--- config.mk ---
export PLATFORM = sky130hd
export DESIGN_NAME = alu_op_sequencer_flat
export DESIGN_NICKNAME = d
export VERILOG_FILES = /design/src/rtl/alu_pkg.sv /design/src/rtl/alu_op_sequencer_if.sv /design/src/rtl/alu_ctl_decode.sv /design/src/rtl/alu_op_sequencer.sv /design/src/flat_wrapper.sv
export SDC_FILE = /design/constraint.sdc
export NUM_CORES = 1
export LEC_CHECK = 0
export CAP_MARGIN = 20
export CORE_ASPECT_RATIO = 0.9
export CORE_MARGIN = 2
export CORE_UTILIZATION = 45
export DETAILED_ROUTE_END_ITERATION = 8
export DONT_BUFFER_PORTS = 1
export GPL_TIMING_DRIVEN = 0
export SLEW_MARGIN = 20
export SYNTH_ARGS = -nofsm -noshare
export SYNTH_HDL_FRONTEND = slang
export SYNTH_SLANG_ARGS = --single-unit
--- constraint.sdc ---
create_clock -name clk -period 4.45 [get_ports clk]
set_input_delay 0.89 -clock clk [delete_from_list [all_inputs] [get_ports clk]]
set_output_delay 0.89 -clock clk [all_outputs]
set_load 0.01 [all_outputs]
--- src/rtl/alu_pkg.sv ---
// Shared definitions for the ALU operation sequencer: ALU control bits,
// named control words, op codes and sequencer states.
package alu_pkg;

    localparam logic [5:0] EX = 6'd32;
    localparam logic [5:0] NX = 6'd16;
    localparam logic [5:0] EY = 6'd8;
    localparam logic [5:0] NY = 6'd4;
    localparam logic [5:0] F  = 6'd2;
    localparam logic [5:0] NO = 6'd1;

    // x+y, x-y = ~(~x+y), x|y = ~(~x & ~y), x+1 = ~(~x + -1), x-1 = x + -1
    localparam logic [5:0] ALU_ADD   = EX | EY | F;
    localparam logic [5:0] ALU_SUB   = EX | EY | NX | F | NO;
    localparam logic [5:0] ALU_AND   = EX | EY;
    localparam logic [5:0] ALU_OR    = EX | EY | NX | NY | NO;
    localparam logic [5:0] ALU_INC   = NX | EX | NY | F | NO;
    localparam logic [5:0] ALU_DEC   = EX | NY | F;
    localparam logic [5:0] ALU_PASSX = EX | F;
    localparam logic [5:0] ALU_ZERO  = F;

    typedef enum logic [2:0] {
        OP_ADD = 3'd0,
        OP_SUB = 3'd1,
        OP_AND = 3'd2,
        OP_OR  = 3'd3,
        OP_INC = 3'd4,
        OP_DEC = 3'd5,
        OP_SHL = 3'd6,
        OP_MUL = 3'd7
    } op_e;

    typedef enum logic [1:0] {
        ST_IDLE = 2'd0,
        ST_EXEC = 2'd1,
        ST_DONE = 2'd2
    } state_e;

endpackage

--- src/rtl/alu_op_sequencer_if.sv ---
// Request/response handshake between the microcode controller (master)
// and the ALU operation sequencer (slave).
interface alu_op_sequencer_if
    import alu_pkg::*;
#(
    parameter int W  = 16,
    parameter int CW = 4
);
    logic          start;
    op_e           op;
    logic [W-1:0]  x_in;
    logic [W-1:0]  y_in;
    logic [CW-1:0] count;
    logic          ready;
    logic          busy;
    logic          done;
    logic [W-1:0]  result;

    modport master (
        output start, op, x_in, y_in, count,
        input  ready, busy, done, result
    );

    modport slave (
        input  start, op, x_in, y_in, count,
        output ready, busy, done, result
    );
endinterface

--- src/rtl/alu_ctl_decode.sv ---
// Maps an op code to the ALU control word, the Y-operand source and
// whether the op iterates with accumulator feedback.
module alu_ctl_decode
    import alu_pkg::*;
(
    input  op_e        op,
    output logic [5:0] alu_c,
    output logic       select_y_acc,
    output logic       iterative
);

    // op-code decode table
    always_comb begin
        alu_c        = ALU_ZERO;
        select_y_acc = 1'b0;
        iterative    = 1'b0;
        case (op)
            OP_ADD:  alu_c = ALU_ADD;
            OP_SUB:  alu_c = ALU_SUB;
            OP_AND:  alu_c = ALU_AND;
            OP_OR:   alu_c = ALU_OR;
            OP_INC:  alu_c = ALU_INC;
            OP_DEC:  alu_c = ALU_DEC;
            OP_SHL: begin
                alu_c        = ALU_ADD;
                select_y_acc = 1'b1;
                iterative    = 1'b1;
            end
            OP_MUL: begin
                alu_c     = ALU_ADD;
                iterative = 1'b1;
            end
            default: alu_c = ALU_ZERO;
        endcase
    end

endmodule

--- src/rtl/alu_op_sequencer.sv ---
// Drives the ALU control interface for one requested operation, iterating
// with accumulator feedback for shift-left and repeated-add.
module alu_op_sequencer
    import alu_pkg::*;
#(
    parameter int W  = 16,
    parameter int CW = 4
)
(
    input  logic             clk,
    input  logic             reset_n,
    alu_op_sequencer_if.slave bus,
    output logic [W-1:0]     alu_x,
    output logic [W-1:0]     alu_y,
    output logic [5:0]       alu_c,
    output logic             alu_en,
    input  logic [W-1:0]     alu_out
);

    localparam logic [CW-1:0] CNT_ZERO = {CW{1'b0}};
    localparam logic [CW-1:0] CNT_ONE  = {{(CW-1){1'b0}}, 1'b1};

    state_e        state_r, state_s;
    op_e           op_r, op_s;
    logic [W-1:0]  acc_r, acc_s;
    logic [W-1:0]  y_r, y_s;
    logic [CW-1:0] cnt_r, cnt_s;
    logic          iter_r;

    logic [5:0]    dec_c_s;
    logic          sel_y_acc_s;
    logic          iter_s;

    logic [W-1:0]  alu_x_s, alu_y_s;
    logic [5:0]    alu_c_s;

    logic          ready_r, busy_r, done_r, alu_en_r;
    logic [W-1:0]  alu_x_r, alu_y_r;
    logic [5:0]    alu_c_r;

    alu_ctl_decode u_decode (
        .op           (op_s),
        .alu_c        (dec_c_s),
        .select_y_acc (sel_y_acc_s),
        .iterative    (iter_s)
    );

    // next-state, operand latching and accumulator feedback
    always_comb begin
        state_s = state_r;
        op_s    = op_r;
        acc_s   = acc_r;
        y_s     = y_r;
        cnt_s   = cnt_r;
        case (state_r)
            ST_IDLE: begin
                if (bus.start) begin
                    op_s    = bus.op;
                    y_s     = bus.y_in;
                    cnt_s   = bus.count;
                    acc_s   = (bus.op == OP_MUL) ? {W{1'b0}} : bus.x_in;
                    state_s = ST_EXEC;
                end else begin
                    state_s = ST_IDLE;
                end
            end
            ST_EXEC: begin
                acc_s = alu_out;
                if (iter_r && (cnt_r > CNT_ONE)) begin
                    cnt_s = cnt_r - CNT_ONE;
                end else begin
                    cnt_s   = CNT_ZERO;
                    state_s = ST_DONE;
                end
            end
            ST_DONE: state_s = ST_IDLE;
            default: state_s = ST_IDLE;
        endcase
    end

    // ALU drive for the upcoming cycle; a zero-count iterative op just passes X
    always_comb begin
        alu_x_s = {W{1'b0}};
        alu_y_s = {W{1'b0}};
        alu_c_s = 6'd0;
        if (state_s == ST_EXEC) begin
            alu_x_s = acc_s;
            alu_y_s = sel_y_acc_s ? acc_s : y_s;
            alu_c_s = (iter_s && (cnt_s == CNT_ZERO)) ? ALU_PASSX : dec_c_s;
        end else begin
            alu_c_s = 6'd0;
        end
    end

    // state, datapath and registered outputs
    always_ff @(posedge clk) begin
        if (!reset_n) begin
            state_r  <= ST_IDLE;
            op_r     <= OP_ADD;
            acc_r    <= {W{1'b0}};
            y_r      <= {W{1'b0}};
            cnt_r    <= CNT_ZERO;
            iter_r   <= 1'b0;
            ready_r  <= 1'b1;
            busy_r   <= 1'b0;
            done_r   <= 1'b0;
            alu_en_r <= 1'b0;
            alu_x_r  <= {W{1'b0}};
            alu_y_r  <= {W{1'b0}};
            alu_c_r  <= 6'd0;
        end else begin
            state_r  <= state_s;
            op_r     <= op_s;
            acc_r    <= acc_s;
            y_r      <= y_s;
            cnt_r    <= cnt_s;
            iter_r   <= iter_s;
            ready_r  <= (state_s == ST_IDLE);
            busy_r   <= (state_s == ST_EXEC);
            done_r   <= (state_s == ST_DONE);
            alu_en_r <= (state_s == ST_EXEC);
            alu_x_r  <= alu_x_s;
            alu_y_r  <= alu_y_s;
            alu_c_r  <= alu_c_s;
        end
    end

    assign bus.ready  = ready_r;
    assign bus.busy   = busy_r;
    assign bus.done   = done_r;
    assign bus.result = acc_r;
    assign alu_x      = alu_x_r;
    assign alu_y      = alu_y_r;
    assign alu_c      = alu_c_r;
    assign alu_en     = alu_en_r;

endmodule

--- src/flat_wrapper.sv ---
// flat-port wrapper written by rule: the top's interface ports become plain ports
module alu_op_sequencer_flat import alu_pkg::*;
#(
    parameter int W  = 16,
    parameter int CW = 4
)
  (clk, reset_n, alu_x, alu_y, alu_c, alu_en, alu_out, bus_start, bus_op, bus_x_in, bus_y_in, bus_count, bus_ready, bus_busy, bus_done, bus_result);
  alu_op_sequencer_if #(.W(W), .CW(CW)) bus_i ();
  input  logic clk;
  input  logic reset_n;
  output logic [W-1:0] alu_x;
  output logic [W-1:0] alu_y;
  output logic [5:0] alu_c;
  output logic alu_en;
  input  logic [W-1:0] alu_out;
  input wire logic [$bits(bus_i.start)-1:0] bus_start;
  input wire logic [$bits(bus_i.op)-1:0] bus_op;
  input wire logic [$bits(bus_i.x_in)-1:0] bus_x_in;
  input wire logic [$bits(bus_i.y_in)-1:0] bus_y_in;
  input wire logic [$bits(bus_i.count)-1:0] bus_count;
  output wire logic [$bits(bus_i.ready)-1:0] bus_ready;
  output wire logic [$bits(bus_i.busy)-1:0] bus_busy;
  output wire logic [$bits(bus_i.done)-1:0] bus_done;
  output wire logic [$bits(bus_i.result)-1:0] bus_result;
  assign bus_i.start = bus_start;
  assign bus_i.op = bus_op;
  assign bus_i.x_in = bus_x_in;
  assign bus_i.y_in = bus_y_in;
  assign bus_i.count = bus_count;
  assign bus_ready = bus_i.ready;
  assign bus_busy = bus_i.busy;
  assign bus_done = bus_i.done;
  assign bus_result = bus_i.result;
  alu_op_sequencer #(.W(W), .CW(CW)) u_core (.clk(clk), .reset_n(reset_n), .bus(bus_i), .alu_x(alu_x), .alu_y(alu_y), .alu_c(alu_c), .alu_en(alu_en), .alu_out(alu_out));
endmodule
==> results.txt <==
Post-Synth XOR/XNOR Area: 0.002750
Hold depth: 2
Avg Synthesized Cell Area: 10.72 µm²
Ratio of cells with drive above 1 in the final layout: 0.1565
LEAKAGE: 1.332 nW
Mux share of post-synthesis cell area: 0.06405
Reg-to-reg slack, setup: 2.29 ns
First-pass iteration count of the detailed router: 4
Starting Density: 0.4571
Largest net degree at the start of global routing: 15
CTS clk-pin slew, worst paths: 0.08 ns
GPL Wtd Cong: 0.8620
Seq/Total Area, Yosys: 0.5155
P_int: 1.182 mW
EDFF count, synth: 0
I/O Buffers: 0
TNS Setup: 0 ns
Hold Buf Count CTS: 0
Switching Share: 0.2573
Post-route setup slack: 2.286 ns
Post-cts repair resize count: 0
RSZ-0062 raised after global routing: no
I/O pin count: 116
Min cycle time layout: 2.164 ns
CTS max path bufs: 2
IR drop worst, VDD: 245.2 µV
GRT Util Overall: 0.2011
Post-synth ARST share: 0
Ant. Diodes: 0
Wirelength per Cell: 18.79 µm
Power Density: 451.0 nW/µm²
Total grt overflow: 0
CTS tree: yes
Post-Syn Area: 3184 µm²
Unique cell type count in the Yosys netlist: 44
Setup violations, final: 0
Status: finished clean
Adder-cell share of the synthesized area: 0.007859
Crit path DAT: 2.38 ns
Fmax: 462.1 MHz
Root Driver: clkbuf_8
Setup Buffers After CTS: 0
Critical path launch point type: flip-flop
Post-route insts no fill: 406
Combinational family with the most area after synthesis: compound AO/OA/AOI/OAI gates
Final wirelength: 7628 µm
Dominant synthesized flop cell: dfxtp_1
Antenna violation net count after detailed routing: 0
Hold Path Class: flip-flop to flip-flop
Row cnt: 29
Register share of total power: 0.510
Vias: 2,238
Mapped Cells: 297
Clock share of power: 0.379
Max-slew headroom: 0.5369
Reg2reg end: u_core.alu_y[15]
Synthesis warning total: 0
Worst slew pin tran: 0.6860 ns
Total of max-cap violations: 0
Combinational power share: 0.111
Final Hold Vio Count: 0
Setup WS pre-CTS: 2.038 ns
Final #Nets: 368
Full die area: 7766 µm²
CP required: 4.67 ns
Vias in the first global route: 2,224
Critical Path End Type: flip-flop
Final core utilization: 0.5065
Initial antenna violation count: 0
Clk_skew: 0.004309 ns
Synth Area in Compound Gates: 0.1835
# H-tree levels: 3
Crit share post-route: 0.4863
Area Overhead vs Synth: 10.81%
TritonCTS buffer count: 9
Commonest non-fill, non-tap cell in the layout: dfxtp_1
R2r worst-path depth: 8
Die Wd: 92.67 µm
Detail Placement HPWL: 5361 µm
Sw Pwr: 0.4095 mW
Hold wc startpoint: u_core.op_r[0]
Synth Register Bits: 82
Pins Over Slew Limit: 0
Clock latency on the worst-skew pair: 0.35 ns
Vias per inst: 5.512
Inst Count DP: 390
Global-route wire length before repair: 11,700 µm
RR Startpoint: u_core.cnt_r[0]
# DRC: 0
CTS sink cnt: 82
Syn Nets: 357
Die Y: 83.81 µm
Commonest non-fill, non-tap cells in the layout: dfxtp_1, nor2b_1, nor2_1, mux2i_1, a222oi_1
Crit path kind: flip-flop to flip-flop
Hold endpoint: u_core.op_r[0]
Post-Synth Simple-Gate Area: 0.1709
Core box area: 6967 µm²
CP max FO: 10
Initial detailed-routing violation count: 88
## synthesized netlist by cell type (2+ instances only)
master	n	area share
o21ai_0	5	0.0079
dfxtp_1	82	0.52
buf_6	3	0.011
buf_4	3	0.0071
a222oi_1	16	0.050
nor2b_1	50	0.098
and3_1	4	0.0079
o311ai_0	2	0.0055
nor3b_1	2	0.0047
a211oi_2	12	0.047
and2_1	2	0.0039
inv_1	8	0.0094
nor2_1	21	0.025
clkbuf_1	6	0.0071
a22oi_1	2	0.0047
and2b_1	2	0.0047
a211oi_1	8	0.019
o311a_1	2	0.0063
nand2_1	8	0.0094
nand3b_1	3	0.0071
nor3_1	2	0.0031
o31ai_1	2	0.0047
a21oi_1	2	0.0031
mux2i_1	17	0.053
ha_1	2	0.0079
a21boi_0	4	0.0094
buf_2	10	0.016
## critical path, cell delays in order (launching register included)
cell	delay, ns
dfxtp_1	0.37
inv_1	0.08
ha_1	0.22
nor2_1	0.10
o311a_1	0.32
o21ai_1	0.14
buf_2	0.34
buf_2	0.37
a211oi_1	0.08
## cells by family after synthesis
kind of cell | after synthesis
AND/OR/NAND/NOR | 97
flip-flops | 82
AO/OA/AOI/OAI | 64
buffers and inverters | 32
multiplexers | 19
adder cells (fa/ha/maj) | 2
XOR/XNOR | 1
## layer usage
layer | wire length [µm] | vias up | global-route usage
met4 | 104 | 0 | 0.07219
met3 | 672 | 11 | 0.07136
met2 | 3430 | 96 | 0.3072
li1 | - | 1080 | -
met5 | 0 | - | 0
met1 | 3420 | 1051 | 0.2638
## how the worst max path moves through the flow
| stage | startpoint | slack [ns] | to |
|---|---|---|---|
| global placement | bus_start | 2.04 | u_core.alu_y[1] |
| finish | u_core.cnt_r[0] | 2.29 | u_core.alu_y[15] |
| floorplan | bus_start | 2.27 | u_core.alu_y[15] |
| detailed placement | bus_start | 2.04 | u_core.alu_y[1] |
| CTS | u_core.cnt_r[0] | 2.29 | u_core.alu_c[1] |
| global route | u_core.cnt_r[0] | 2.10 | u_core.alu_c[0] |
## state kept, by name, indices dropped and copies added (netlist names)
| signal | cells |
|---|---|
| u_core.op_r | 3 |
| u_core.cnt_r | 4 |
| u_core.bus.done | 1 |
| u_core.alu_x | 16 |
| u_core.iter_r | 1 |
| u_core.alu_y | 16 |
| u_core.y_r | 16 |
| u_core.bus.result | 16 |
| u_core.alu_c | 5 |
| u_core.bus.ready | 1 |
| u_core.state_r | 2 |
| u_core.alu_en | 1 |
## power groups by stage
stage / combinational, mW / clock [mW] / sequential, mW
finish: 0.177 / 0.603 / 0.812
global route: 0.196 / 0.654 / 0.817
CTS: 0.178 / 0.617 / 0.812
detailed placement: 0.177 / 0 / 0.829
global placement: 0.175 / 0 / 0.829
floorplan: 0.140 / 0 / 0.823
## area by class of cell
cell class / count / area (µm²)
plain buffers: 24 / 146.4
well taps: 93 / 116.4
flip-flops and latches: 82 / 1642
clock buffers: 10 / 137.6
fillers: 665 / 3438
multi-input cells: 183 / 1366
inverters: 8 / 30.03
clock inverters: 6 / 90.09
## per-stage QoR
stage                     power (mW)  hold slack [ns]  instance area, µm²
final                          1.591           0.5088                3528
after global routing           1.667           0.5386                3528
after CTS                      1.607           0.5108                3528
after detailed placement       1.006           0.4944                3301
after global placement         1.004           0.4853                3301
after floorplan               0.9624           0.4648                3184
(Power assumes the default switching activity.)
